**src/rtl/aes_multiplicative_inv.sv**
```systemverilog
// Sequential GF(2^8) inverter: computes b^254 mod 0x11B by square-and-multiply,
// one exponent bit per clock, then reports b^-1 and the self-check product b*b^-1.
module aes_multiplicative_inv (
  input  logic       clk_i,
  input  logic       reset_n_i,
  input  logic       v_i,
  output logic       ready_o,
  input  logic [7:0] b,
  output logic       v_o,
  output logic [7:0] inv_b,
  output logic [7:0] test_result
);

  typedef enum logic [1:0] {
    IDLE  = 2'd0,
    CALC  = 2'd1,
    CHECK = 2'd2
  } state_t;

  localparam logic [7:0] EXPONENT = 8'hFE;

  // Shift-and-add multiply, reducing by 0x11B each time the shifted operand overflows.
  function automatic logic [7:0] gmul(input logic [7:0] x, input logic [7:0] y);
    logic [7:0] a;
    logic [7:0] p;
    a = x;
    p = 8'h00;
    for (int i = 0; i < 8; i++) begin
      if (y[i]) p = p ^ a;
      a = a[7] ? ({a[6:0], 1'b0} ^ 8'h1B) : {a[6:0], 1'b0};
    end
    return p;
  endfunction

  state_t     r_state;
  logic [7:0] r_b;
  logic [7:0] r_acc;
  logic [2:0] r_cnt;
  logic [7:0] r_inv;
  logic [7:0] r_test;
  logic       r_vo;

  state_t     w_stateNext;
  logic [7:0] w_bNext;
  logic [7:0] w_accNext;
  logic [2:0] w_cntNext;
  logic [7:0] w_invNext;
  logic [7:0] w_testNext;
  logic       w_voNext;

  logic [7:0] w_sq;
  logic [7:0] w_mulA;
  logic [7:0] w_mul;
  logic       w_accept;

  // The single multiplier serves acc^2*b during CALC and acc*b during CHECK.
  assign w_sq     = gmul(r_acc, r_acc);
  assign w_mulA   = (r_state == CHECK) ? r_acc : w_sq;
  assign w_mul    = gmul(w_mulA, r_b);

  assign ready_o  = (r_state == IDLE) && reset_n_i;
  assign w_accept = v_i && ready_o;

  always_comb begin
    w_stateNext = r_state;
    w_bNext     = r_b;
    w_accNext   = r_acc;
    w_cntNext   = r_cnt;
    w_invNext   = r_inv;
    w_testNext  = r_test;
    w_voNext    = 1'b0;
    case (r_state)
      IDLE: begin
        if (w_accept) begin
          w_bNext     = b;
          w_accNext   = 8'h01;
          w_cntNext   = 3'd7;
          w_stateNext = CALC;
        end
      end
      CALC: begin
        w_accNext = EXPONENT[r_cnt] ? w_mul : w_sq;
        w_cntNext = r_cnt - 3'd1;
        if (r_cnt == 3'd0) w_stateNext = CHECK;
      end
      CHECK: begin
        w_invNext   = r_acc;
        w_testNext  = w_mul;
        w_voNext    = 1'b1;
        w_stateNext = IDLE;
      end
      default: begin
        w_stateNext = IDLE;
      end
    endcase
  end

  always_ff @(posedge clk_i or negedge reset_n_i) begin
    if (!reset_n_i) begin
      r_state <= IDLE;
      r_b     <= 8'h00;
      r_acc   <= 8'h01;
      r_cnt   <= 3'd0;
      r_inv   <= 8'h00;
      r_test  <= 8'h00;
      r_vo    <= 1'b0;
    end else begin
      r_state <= w_stateNext;
      r_b     <= w_bNext;
      r_acc   <= w_accNext;
      r_cnt   <= w_cntNext;
      r_inv   <= w_invNext;
      r_test  <= w_testNext;
      r_vo    <= w_voNext;
    end
  end

  assign v_o         = r_vo;
  assign inv_b       = r_inv;
  assign test_result = r_test;

endmodule

```
**config.mk**
```make
export PLATFORM = sky130hd
export DESIGN_NAME = aes_multiplicative_inv
export DESIGN_NICKNAME = d
export VERILOG_FILES = /design/src/rtl/aes_multiplicative_inv.sv
export SDC_FILE = /design/constraint.sdc
export NUM_CORES = 1
export LEC_CHECK = 0
export ABC_AREA = 1
export BUFFER_PORTS_ARGS = -buffer_cell sky130_fd_sc_hd__buf_2
export CORE_UTILIZATION = 55
export DETAILED_ROUTE_END_ITERATION = 7
export PLACE_DENSITY = 0.73
export SKIP_CTS_REPAIR_TIMING = 1
export SLEW_MARGIN = 0
export SYNTH_ARGS = -nofsm -noshare
export SYNTH_HDL_FRONTEND = slang
export SYNTH_SLANG_ARGS = --single-unit
```
**constraint.sdc**
```tcl
create_clock -name clk_i -period 4.7 [get_ports clk_i]
set_input_delay 0.235 -clock clk_i [delete_from_list [all_inputs] [get_ports clk_i]]
set_output_delay 0.235 -clock clk_i [all_outputs]
set_load 0.005 [all_outputs]
```
Yosys cells after proc, flatten, opt, wreduce, memory -nomap -nowiden
Memory sizes are Yosys's and may differ from the RTL's.
Cells that the tools add are included.
Widths: inputs -> output; s select.
{ "op_classes": {"n_shift": 0, "n_reduce_logical": 8, "addsub": 1, "magnitude_cmp": 1, "eq_ne": 4, "n_mux": 41, "n_div": 0, "mul": 0, "bitwise_logic": 28} }
{ "op_table": {"columns": ["cell", "count"], "rows": [
  ["$mux 8", 19],
  ["$xor 8x8->8", 14],
  ["$mux 5", 14],
  ["$not 4->4", 14],
  ["$pmux 8 s2", 1],
  ["$pmux 3 s2", 1],
  ["$reduce_and 2->1", 3],
  ["$lt 3x4->1 const B", 1],
  ["$mux 2", 2],
  ["$ne 2x2->1 const B", 2],
  ["$pmux 2 s2", 1],
  ["$logic_not 3->1", 1],
  ["$mux 3", 1],
  ["$sub 3x1->3 const B", 1],
  ["$eq 2x1->1 const B", 1],
  ["$eq 2x2->1 const B", 1],
  ["$logic_and 1x1->1", 2],
  ["$logic_not 2->1", 1],
  ["$mux 1", 2],
  ["$reduce_bool 2->1", 1]
]} }
{ "word_totals": {"memories": 1, "ramBits": 0, "reg_bits": 38, "romBits": 8, "latchBits": 0} }
{ "memory_table": {"columns": ["memory", "words", "width", "read_ports", "rd_clocked_by_memory_dff", "wr", "line_no", "source"], "rows": [
  ["(name not given)", 8, 1, 1, 0, 0, "82", "w_accNext = EXPONENT[r_cnt] ? w_mul : w_sq;"]
]} }

Logic depth before layout (Yosys ltp)
Gate-level depths: netlist (run 1).
{ "depth": {"depth_word": 35, "depth_mapped": 31, "ltp_nobuf": 31} }

Least setup slack after synthesis (run 1)
OpenSTA, ideal clock, no wires.
{ "synth_path": {"kind": "register -> register", "from": "register r_acc[0]", "to": "register r_acc[4]", "t_arrival_ps": 2732, "setup_slack_ps": 1850, "required_time_ps": 4583, "n_path_buf": 0, "path_stages_with_launch": 27, "cell_sequence": "dfstp_2 > ha_1 > inv_1 > nand2_1 > nand2_1 > nand2_2 > nand2_2 > nand2_1 > nand2_1 > inv_1 > nor2_2 > nand2_2 > nand2_1 > nand2_2 > nand2_4 > nand3_1 > nand2_1 > nand2_1 > nand2_2 > nand2_1 > xnor2_1 > o21bai_1 > nand2_1 > nand2_1 > nand3_1 > nand3_1 > nand2_1"} }
{ "synth_via": {"elab_chain_cells": 34, "elab_cells_between_ends": 54, "classes_between": "30 x mux; 24 x bitwise"} }
{ "synth_lines": {"columns": ["element", "line_no", "source"], "rows": [
  ["start, declared", "37", "logic [7:0] r_acc;"],
  ["start signal, assigned", "110", "r_acc <= w_accNext;"],
  ["$mux 8 or $not 4->4 (tied branches)", null, null],
  ["$xor 8x8->8 or $mux 5 (tied branches)", "29, 30", null],
  ["$mux 8 (tied with other cells)", "29", "if (y[i]) p = p ^ a;"],
  ["$xor 8x8->8 (tied with other cells)", "29", null],
  ["$mux 8 (tied with other cells)", "29", null],
  ["$xor 8x8->8 or $mux 8 (tied branches)", "29", null],
  ["$mux 8 or $xor 8x8->8 (tied branches)", "29", null],
  ["$xor 8x8->8 or $mux 8 (tied branches)", "29", null],
  ["[18 not listed]", null, null],
  ["$xor 8x8->8", "29", null],
  ["$mux 8", "29", null],
  ["$xor 8x8->8", "29", null],
  ["$mux 8", "29", null],
  ["$xor 8x8->8", "29", null],
  ["$mux 8", "29", null],
  ["$mux 8 *", "82", null],
  ["$pmux 8 s2 *", "72", "case (r_state)"]
]} }
Mark *: on every way between the ends. The rest lies on a longest branch, timed or not.
A chain may end at the register's enable or synchronous reset.

Final worst setup path (run 1)
Same ends and word-level chain as after synthesis.

==> impl_metrics.sql, run 1 <==
INSERT INTO impl_metrics (metric_group, metric, value, unit) VALUES
('setup_path', 'worstReg2RegStart', 'r_acc[0]', ''),
('status', 'violations', 'negative hold slack', ''),
('floorplanning', 'dieWidth', '96.0', 'um'),
('logic_synthesis', 'synth.yosys.warnings', '0', ''),
('status', 'run_status', 'finished, violations left', ''),
('logic_synthesis', 'postSynth.topFlopCell', 'sky130_fd_sc_hd__dfrtp_1', ''),
('job', 'max_cap_violations', '0', ''),
('setup_path', 'worstPathBufferInverterCount', '2', ''),
('routing', 'drtPass1Iterations', '5', ''),
('floorplanning', 'chipHeight', '96.0', 'um'),
('floorplanning', 'io_pins', '29', ''),
('place', 'place.gp.congestion', '1.01', ''),
('timing', 'worst_hold_check_slack', '-17.5', 'ps'),
('routing', 'initialDrtViolationCount', '445', ''),
('logic_synthesis', 'synth.distinct_cells', '39', ''),
('clock_tree', 'total_cts_buffers', '5', ''),
('floorplanning', 'initial_utilization', '57.9', '%'),
('cells_and_area', 'drive_above_1_share', '13.3', '%'),
('timing', 'setup-tns-final', '0', 'ps'),
('global_route', 'grt_start_max_net_pins', '40', ''),
('timing', 'normalized_max_slew_margin', '26.0', '%'),
('logic_synthesis', 'post_synthesis_instance_area', '0.00485', 'mm2'),
('logic_synthesis', 'postSynth.asyncResetShare', '100', '%'),
('timing', 'rsz_0062_raised_after_global_routing', 'false', ''),
('timing', 'period_minus_slack', '3800', 'ps'),
('place', 'port_buffers', '28', ''),
('routing', 'drt.antenna.violating_nets', '0', ''),
('timing', 'worstMarginPinSlew', '1110', 'ps'),
('clock_tree', 'cts_tree', 'done', ''),
('routing', 'routed_via_density', '5.57', ''),
('setup_path', 'worst-endpoint-arrival', '3980', 'ps'),
('routing', 'total_wirelength', '14.4', 'mm'),
('place', 'place_hpwl', '11.4', 'mm'),
('global_route', 'first_global_vias', '4798', ''),
('timing', 'setup-violations-final', '0', ''),
('routing', 'via_count', '5462', ''),
('global_route', 'grt_usage', '33.1', '%'),
('clock_tree', 'clock_tree.root_cell', 'sky130_fd_sc_hd__clkbuf_8', ''),
('logic_synthesis', 'ys_seq_area_share', '19.6', '%'),
('clock_tree', 'worstSkewPairLatency', '300', 'ps'),
('floorplanning', 'core.rowCount', '33', ''),
('setup_path', 'setup.worst_path.start', 'r_acc[0]', ''),
('clock_tree', 'clock_path_buffers', '2', ''),
('routing', 'avgRoutedWirePerCell', '14.7', 'um'),
('cells_and_area', 'antenna_cells_inserted', '0', ''),
('worst_hold_path', 'hold_class', 'input pin to async pin', ''),
('clock_tree', 'htree_num_levels', '2', ''),
('logic_synthesis', 'post_synthesis_net_count', '874', ''),
('setup_path', 'critPathRequiredTime', '4880', 'ps'),
('setup_path', 'cell_occurring_most_often_along_the_worst_timing_path', 'sky130_fd_sc_hd__nand2_1', ''),
('setup_path', 'critPathTopFamily', 'simple AND/OR/NAND/NOR gates', ''),
('setup_path', 'timing.setup.critical_path_class', 'register to register', ''),
('timing', 'final-max-slew-violation-count', '0', ''),
('cells_and_area', 'area.growth.synth_to_final', '4.54', '%'),
('setup_path', 'critical_path.max_stage_delay', '680', 'ps'),
('logic_synthesis', 'synth_enable_flop_cells', '0', ''),
('timing', 'post-route-period-util', '80.8', '%'),
('floorplanning', 'core-area', '0.00838', 'mm2'),
('setup_path', 'worstSetupStartpointType', 'register', ''),
('setup_path', 'cp_endpoint_kind', 'register', ''),
('logic_synthesis', 'ys_seq_elements', '38', ''),
('global_route', 'first_pass_grt_wire_length', '23.3', 'mm'),
('cells_and_area', 'fin_nets', '889', ''),
('global_route', 'antenna_found_initial', '0', ''),
('clock_tree', 'worst_path_clk_slew', '90', 'ps'),
('routing', 'route.detailed.drc', '0', ''),
('timing', 'fmaxAchievable', '263', 'MHz'),
('setup_path', 'critical_path_peak_fanout', '11', ''),
('floorplanning', 'dieArea', '0.00921', 'mm2'),
('logic_synthesis', 'synth_cells', '860', ''),
('setup_path', 'critical-path-slowest-cell', 'sky130_fd_sc_hd__dfstp_2', ''),
('clock_tree', 'numClockSinks', '38', ''),
('timing', 'final-hold-violation-count', '15', ''),
('logic_synthesis', 'synth.avg_cell_area', '5.64', 'um2'),
('global_route', 'grt.overflow.total', '0', ''),
('timing', 'finalClockSkew', '15.7', 'ps');
## cell families after synthesis
| kind of cell | after synthesis | share of synthesized area (%) |
|---|---|---|
| compound gates | 42 | 5.31 |
| xor+xnor | 24 | 4.79 |
| fa+ha+maj | 3 | 0.773 |
| buf+inv | 133 | 11.8 |
| flops | 38 | 19.6 |
| simple gates | 620 | 57.7 |
## cells in the mapped netlist, types with 3 or more instances
cell | count | area share (%)
sky130_fd_sc_hd__a21oi_1 | 12 | 1.2
sky130_fd_sc_hd__buf_2 | 8 | 0.82
sky130_fd_sc_hd__buf_4 | 5 | 0.77
sky130_fd_sc_hd__buf_6 | 5 | 1.2
sky130_fd_sc_hd__clkbuf_1 | 5 | 0.39
sky130_fd_sc_hd__dfrtp_1 | 37 | 19
sky130_fd_sc_hd__ha_1 | 3 | 0.77
sky130_fd_sc_hd__inv_1 | 96 | 7.4
sky130_fd_sc_hd__inv_2 | 11 | 0.85
sky130_fd_sc_hd__nand2_1 | 332 | 26
sky130_fd_sc_hd__nand2_2 | 37 | 4.8
sky130_fd_sc_hd__nand2_4 | 11 | 2.6
sky130_fd_sc_hd__nand3_1 | 133 | 14
sky130_fd_sc_hd__nand3_2 | 6 | 1.2
sky130_fd_sc_hd__nand3b_1 | 8 | 1.2
sky130_fd_sc_hd__nand4_1 | 11 | 1.4
sky130_fd_sc_hd__nor2_1 | 75 | 5.8
sky130_fd_sc_hd__o21ai_0 | 14 | 1.4
sky130_fd_sc_hd__o21ai_1 | 3 | 0.31
sky130_fd_sc_hd__o21bai_1 | 3 | 0.46
sky130_fd_sc_hd__xnor2_1 | 11 | 2.0
sky130_fd_sc_hd__xor2_1 | 10 | 1.8
sky130_fd_sc_hd__xor2_2 | 3 | 1.0
## layer usage
| metal | track usage, % | part of all wire [%] | routed length, um |
|---|---|---|---|
| met2 | 52.9 | 44 | 6370 |
| met5 | 0 | 0 | 0 |
| met1 | 46.7 | 46 | 6690 |
| met4 | 7.09 | 1.1 | 155 |
| met3 | 5.77 | 8.2 | 1180 |
## through the flow
step	hold WS [ps]	cell area (um2)	setup slack, ps	cells	util [%]
5_1_grt	38.9	5070	564	980	60.5
4_1_cts	1.42	5070	1010	980	60.5
6_report	-17.5	5070	900	980	60.5
2_1_floorplan	-60.6	4850	1850	860	-
3_3_place_gp	326	5000	1020	973	59.6
3_5_place_dp	333	5000	1040	973	59.6
## worst reg2reg max path: cells and delay by family, from the launching register on
family                     cells  cell delay (ps)
and+or+nand+nor               21             2200
buffers and inverters          2              210
DFF                            1              680
AOI/OAI and AO/OA              1              270
adders and majority gates      1              330
## area by class of cell
class | instances | area, um2
clock buffers | 5 | 68.8
clock inverters | 2 | 10.0
fillers | 834 | 3310
inverters | 110 | 420
multi-input cells | 689 | 3330
flip-flops and latches | 38 | 952
well taps | 105 | 131
repair buffers | 31 | 163
## state kept, by name (all words and copies together) (netlist names)
signal / cells
r_state: 2
test_result: 8
v_o: 1
r_acc: 8
inv_b: 8
r_cnt: 3
r_b: 8
## path summary, 6_finish.rpt
kind / to / slack (ps) / cells after the start
max reg2reg: r_acc[4] / 900 / 25
min: r_acc[2] / -20 / 2
min in group clk_i: r_b[2] / 170 / 3
min reg2reg: test_result[3] / 470 / 2
max in group asynchronous: r_b[1] / 4350 / 2
max: r_acc[4] / 900 / 25
## cell usage in the layout (no fill, tap or decap), types with 3 or more instances in the layout
cell type	instances
sky130_fd_sc_hd__nand3_1	133
sky130_fd_sc_hd__nor2_1	75
sky130_fd_sc_hd__o21ai_0	14
sky130_fd_sc_hd__nand3_2	6
sky130_fd_sc_hd__dfrtp_1	37
sky130_fd_sc_hd__nand4_1	11
sky130_fd_sc_hd__xnor2_1	11
sky130_fd_sc_hd__o21ai_1	3
sky130_fd_sc_hd__ha_1	3
sky130_fd_sc_hd__inv_2	11
sky130_fd_sc_hd__clkbuf_8	5
sky130_fd_sc_hd__xor2_2	3
sky130_fd_sc_hd__nand2_4	11
sky130_fd_sc_hd__buf_2	28
sky130_fd_sc_hd__nand2_2	37
sky130_fd_sc_hd__inv_1	96
sky130_fd_sc_hd__nand3b_1	8
sky130_fd_sc_hd__nand2_1	332
sky130_fd_sc_hd__a21oi_1	12
sky130_fd_sc_hd__o21bai_1	3
sky130_fd_sc_hd__buf_4	3
sky130_fd_sc_hd__xor2_1	10
Power of run 1 is left out: the tool's default activity adds up to more than one toggle a clock period on the data nets, which glitch-free logic cannot reach.
==> inputs of run 2 (changes only) <==
Clock period 4.7 ns to 3.55 ns, I/O delays scaled along.
==> run 2 against run 1 <==
Against the previous run:
- the run now ends clean
- die area unchanged
- wire length grew 6.9%
- critical path type unchanged
- largest cell class unchanged
- via count up 2.1%
- utilization increased by 3.1 points
- global-route usage rose by 1.6 points
- sequential share of layout area is 0.88 points lower
==> impl_metrics.sql, run 2 (synthesized netlist as in run 1, its figures left out) <==
INSERT INTO impl_metrics (metric_group, metric, value, unit) VALUES
('status', 'run_status', 'completed', ''),
('clock_tree', 'total_cts_buffers', '5', ''),
('floorplanning', 'core-area', '0.00838', 'mm2'),
('timing', 'finalClockSkew', '16.6', 'ps'),
('cells_and_area', 'mostFrequentLayoutCell', 'sky130_fd_sc_hd__nand2_1', ''),
('timing', 'final-hold-violation-count', '0', ''),
('setup_path', 'critPathRequiredTime', '3800', 'ps'),
('routing', 'route.detailed.drc', '0', ''),
('setup_path', 'worst-endpoint-arrival', '3560', 'ps'),
('floorplanning', 'dieWidth', '96.0', 'um'),
('place', 'place.gp.congestion', '1.01', ''),
('setup_path', 'cp_endpoint_kind', 'register', ''),
('setup_path', 'timing.setup.critical_path_class', 'register to register', ''),
('timing', 'post-route-period-util', '93.3', '%'),
('clock_tree', 'htree_num_levels', '2', ''),
('setup_path', 'critical_path_peak_fanout', '19', ''),
('timing', 'period_minus_slack', '3310', 'ps'),
('cells_and_area', 'drive_above_1_share', '16.7', '%'),
('global_route', 'grt_usage', '34.7', '%'),
('global_route', 'grt_start_max_net_pins', '39', ''),
('timing', 'final-max-slew-violation-count', '0', ''),
('floorplanning', 'dieArea', '0.00921', 'mm2'),
('place', 'port_buffers', '28', ''),
('routing', 'drt.antenna.violating_nets', '0', ''),
('routing', 'initialDrtViolationCount', '520', ''),
('setup_path', 'worstSetupStartpointType', 'register', ''),
('cells_and_area', 'fill_cells', '847', ''),
('floorplanning', 'initial_utilization', '57.9', '%'),
('floorplanning', 'core.rowCount', '33', ''),
('global_route', 'grt.overflow.total', '0', ''),
('global_route', 'antenna_found_initial', '1', ''),
('global_route', 'first_global_vias', '4808', ''),
('global_route', 'first_pass_grt_wire_length', '23.9', 'mm'),
('timing', 'rsz_0062_raised_after_global_routing', 'true', ''),
('timing', 'worstMarginPinSlew', '767', 'ps'),
('clock_tree', 'clock_tree.root_cell', 'sky130_fd_sc_hd__clkbuf_8', ''),
('routing', 'drtPass1Iterations', '5', ''),
('clock_tree', 'worstSkewPairLatency', '310', 'ps'),
('timing', 'normalized_max_slew_margin', '48.7', '%'),
('clock_tree', 'worst_path_clk_slew', '100', 'ps'),
('setup_path', 'r2r_setup_slack', '240', 'ps'),
('cells_and_area', 'area.growth.synth_to_final', '9.85', '%'),
('routing', 'via_count', '5578', ''),
('clock_tree', 'numClockSinks', '38', ''),
('cells_and_area', 'fin_nets', '909', ''),
('place', 'place_hpwl', '12.1', 'mm'),
('clock_tree', 'cts_tree', 'done', ''),
('timing', 'setup-violations-final', '0', ''),
('routing', 'routed_via_density', '5.57', ''),
('timing', 'fmaxAchievable', '302', 'MHz'),
('floorplanning', 'chipHeight', '96.0', 'um'),
('cells_and_area', 'layout.cells.most_common_list', 'sky130_fd_sc_hd__nand2_1, sky130_fd_sc_hd__nand3_1, sky130_fd_sc_hd__inv_1, sky130_fd_sc_hd__nor2_1, sky130_fd_sc_hd__nand2_2', ''),
('timing', 'setup-tns-final', '0', 'ps'),
('clock_tree', 'clock_path_buffers', '2', ''),
('worst_hold_path', 'hold_class', 'input pin to async pin', ''),
('floorplanning', 'io_pins', '29', ''),
('routing', 'total_wirelength', '15.4', 'mm'),
('routing', 'avgRoutedWirePerCell', '15.4', 'um'),
('job', 'max_cap_violations', '0', '');
-- run 2: area by class of cell --
type / instances / area (um2) / share of cell area [%]
Clock inverter: 3 / 21.3 / 0.399
Multi-Input combinational cell: 690 / 3420 / 64.2
Antenna cell: 1 / 2.50 / 0.0469
Tap cell: 105 / 131 / 2.46
Timing Repair Buffer: 50 / 309 / 5.80
Sequential cell: 38 / 953 / 17.9
Inverter: 110 / 423 / 7.93
Clock buffer: 5 / 68.8 / 1.29
-- run 2: worst paths after layout --
kind	start	end	depth (start not counted)
worst max-delay path	r_acc[7]	r_acc[3]	23
worst max register to register	r_acc[7]	r_acc[3]	23
worst min register to register	test_result[5]	test_result[5]	2
min in group clk_i	b[3]	r_b[3]	3
worst min-delay path	reset_n_i	r_acc[7]	2
max in group asynchronous	reset_n_i	r_acc[6]	2
-- run 2: layer usage --
layer | GRT usage, % | up-vias | part of all wire (%)
li1 | - | 2773 | -
met1 | 46.3 | 2506 | 43
met2 | 56.8 | 268 | 44
met3 | 8.45 | 31 | 11
met4 | 7.59 | 0 | 1.7
met5 | 0 | - | 0
-- run 2: per-stage QoR --
step | std cells | hold slack [ps] | cell area (um2) | setup WS, ps | utilization (%)
after detailed placement | 985 | 359 | 5090 | 118 | 60.7
after CTS | 993 | 21.4 | 5180 | 88.2 | 61.8
final | 1002 | 18.9 | 5330 | 237 | 63.6
after floorplan | 860 | -118 | 4850 | 700 | -
after global placement | 985 | 360 | 5090 | 231 | 60.7
after global routing | 1001 | 72.1 | 5330 | -26.7 | 63.6
-- run 2: critical path: stages, from the launching register on --
cell,delay [ps]
sky130_fd_sc_hd__dfrtp_1,410
sky130_fd_sc_hd__buf_6,230
sky130_fd_sc_hd__inv_6,90
sky130_fd_sc_hd__nand2_2,80
sky130_fd_sc_hd__nand3_2,130
sky130_fd_sc_hd__nand2_4,180
sky130_fd_sc_hd__nand2_1,90
sky130_fd_sc_hd__nand2_1,80
sky130_fd_sc_hd__nor2_1,40
sky130_fd_sc_hd__nor2_1,300
sky130_fd_sc_hd__inv_1,80
sky130_fd_sc_hd__nand3_1,130
sky130_fd_sc_hd__nand2_4,90
sky130_fd_sc_hd__a21oi_4,220
sky130_fd_sc_hd__nand2_1,110
sky130_fd_sc_hd__nand2_1,120
sky130_fd_sc_hd__nand3_1,110
sky130_fd_sc_hd__nand3_1,160
sky130_fd_sc_hd__nand2_1,70
sky130_fd_sc_hd__nand2_1,70
sky130_fd_sc_hd__nand2_1,70
sky130_fd_sc_hd__nand2_2,90
sky130_fd_sc_hd__nand3_4,110
sky130_fd_sc_hd__a21oi_2,170
Power of run 2 is left out for the same reason.
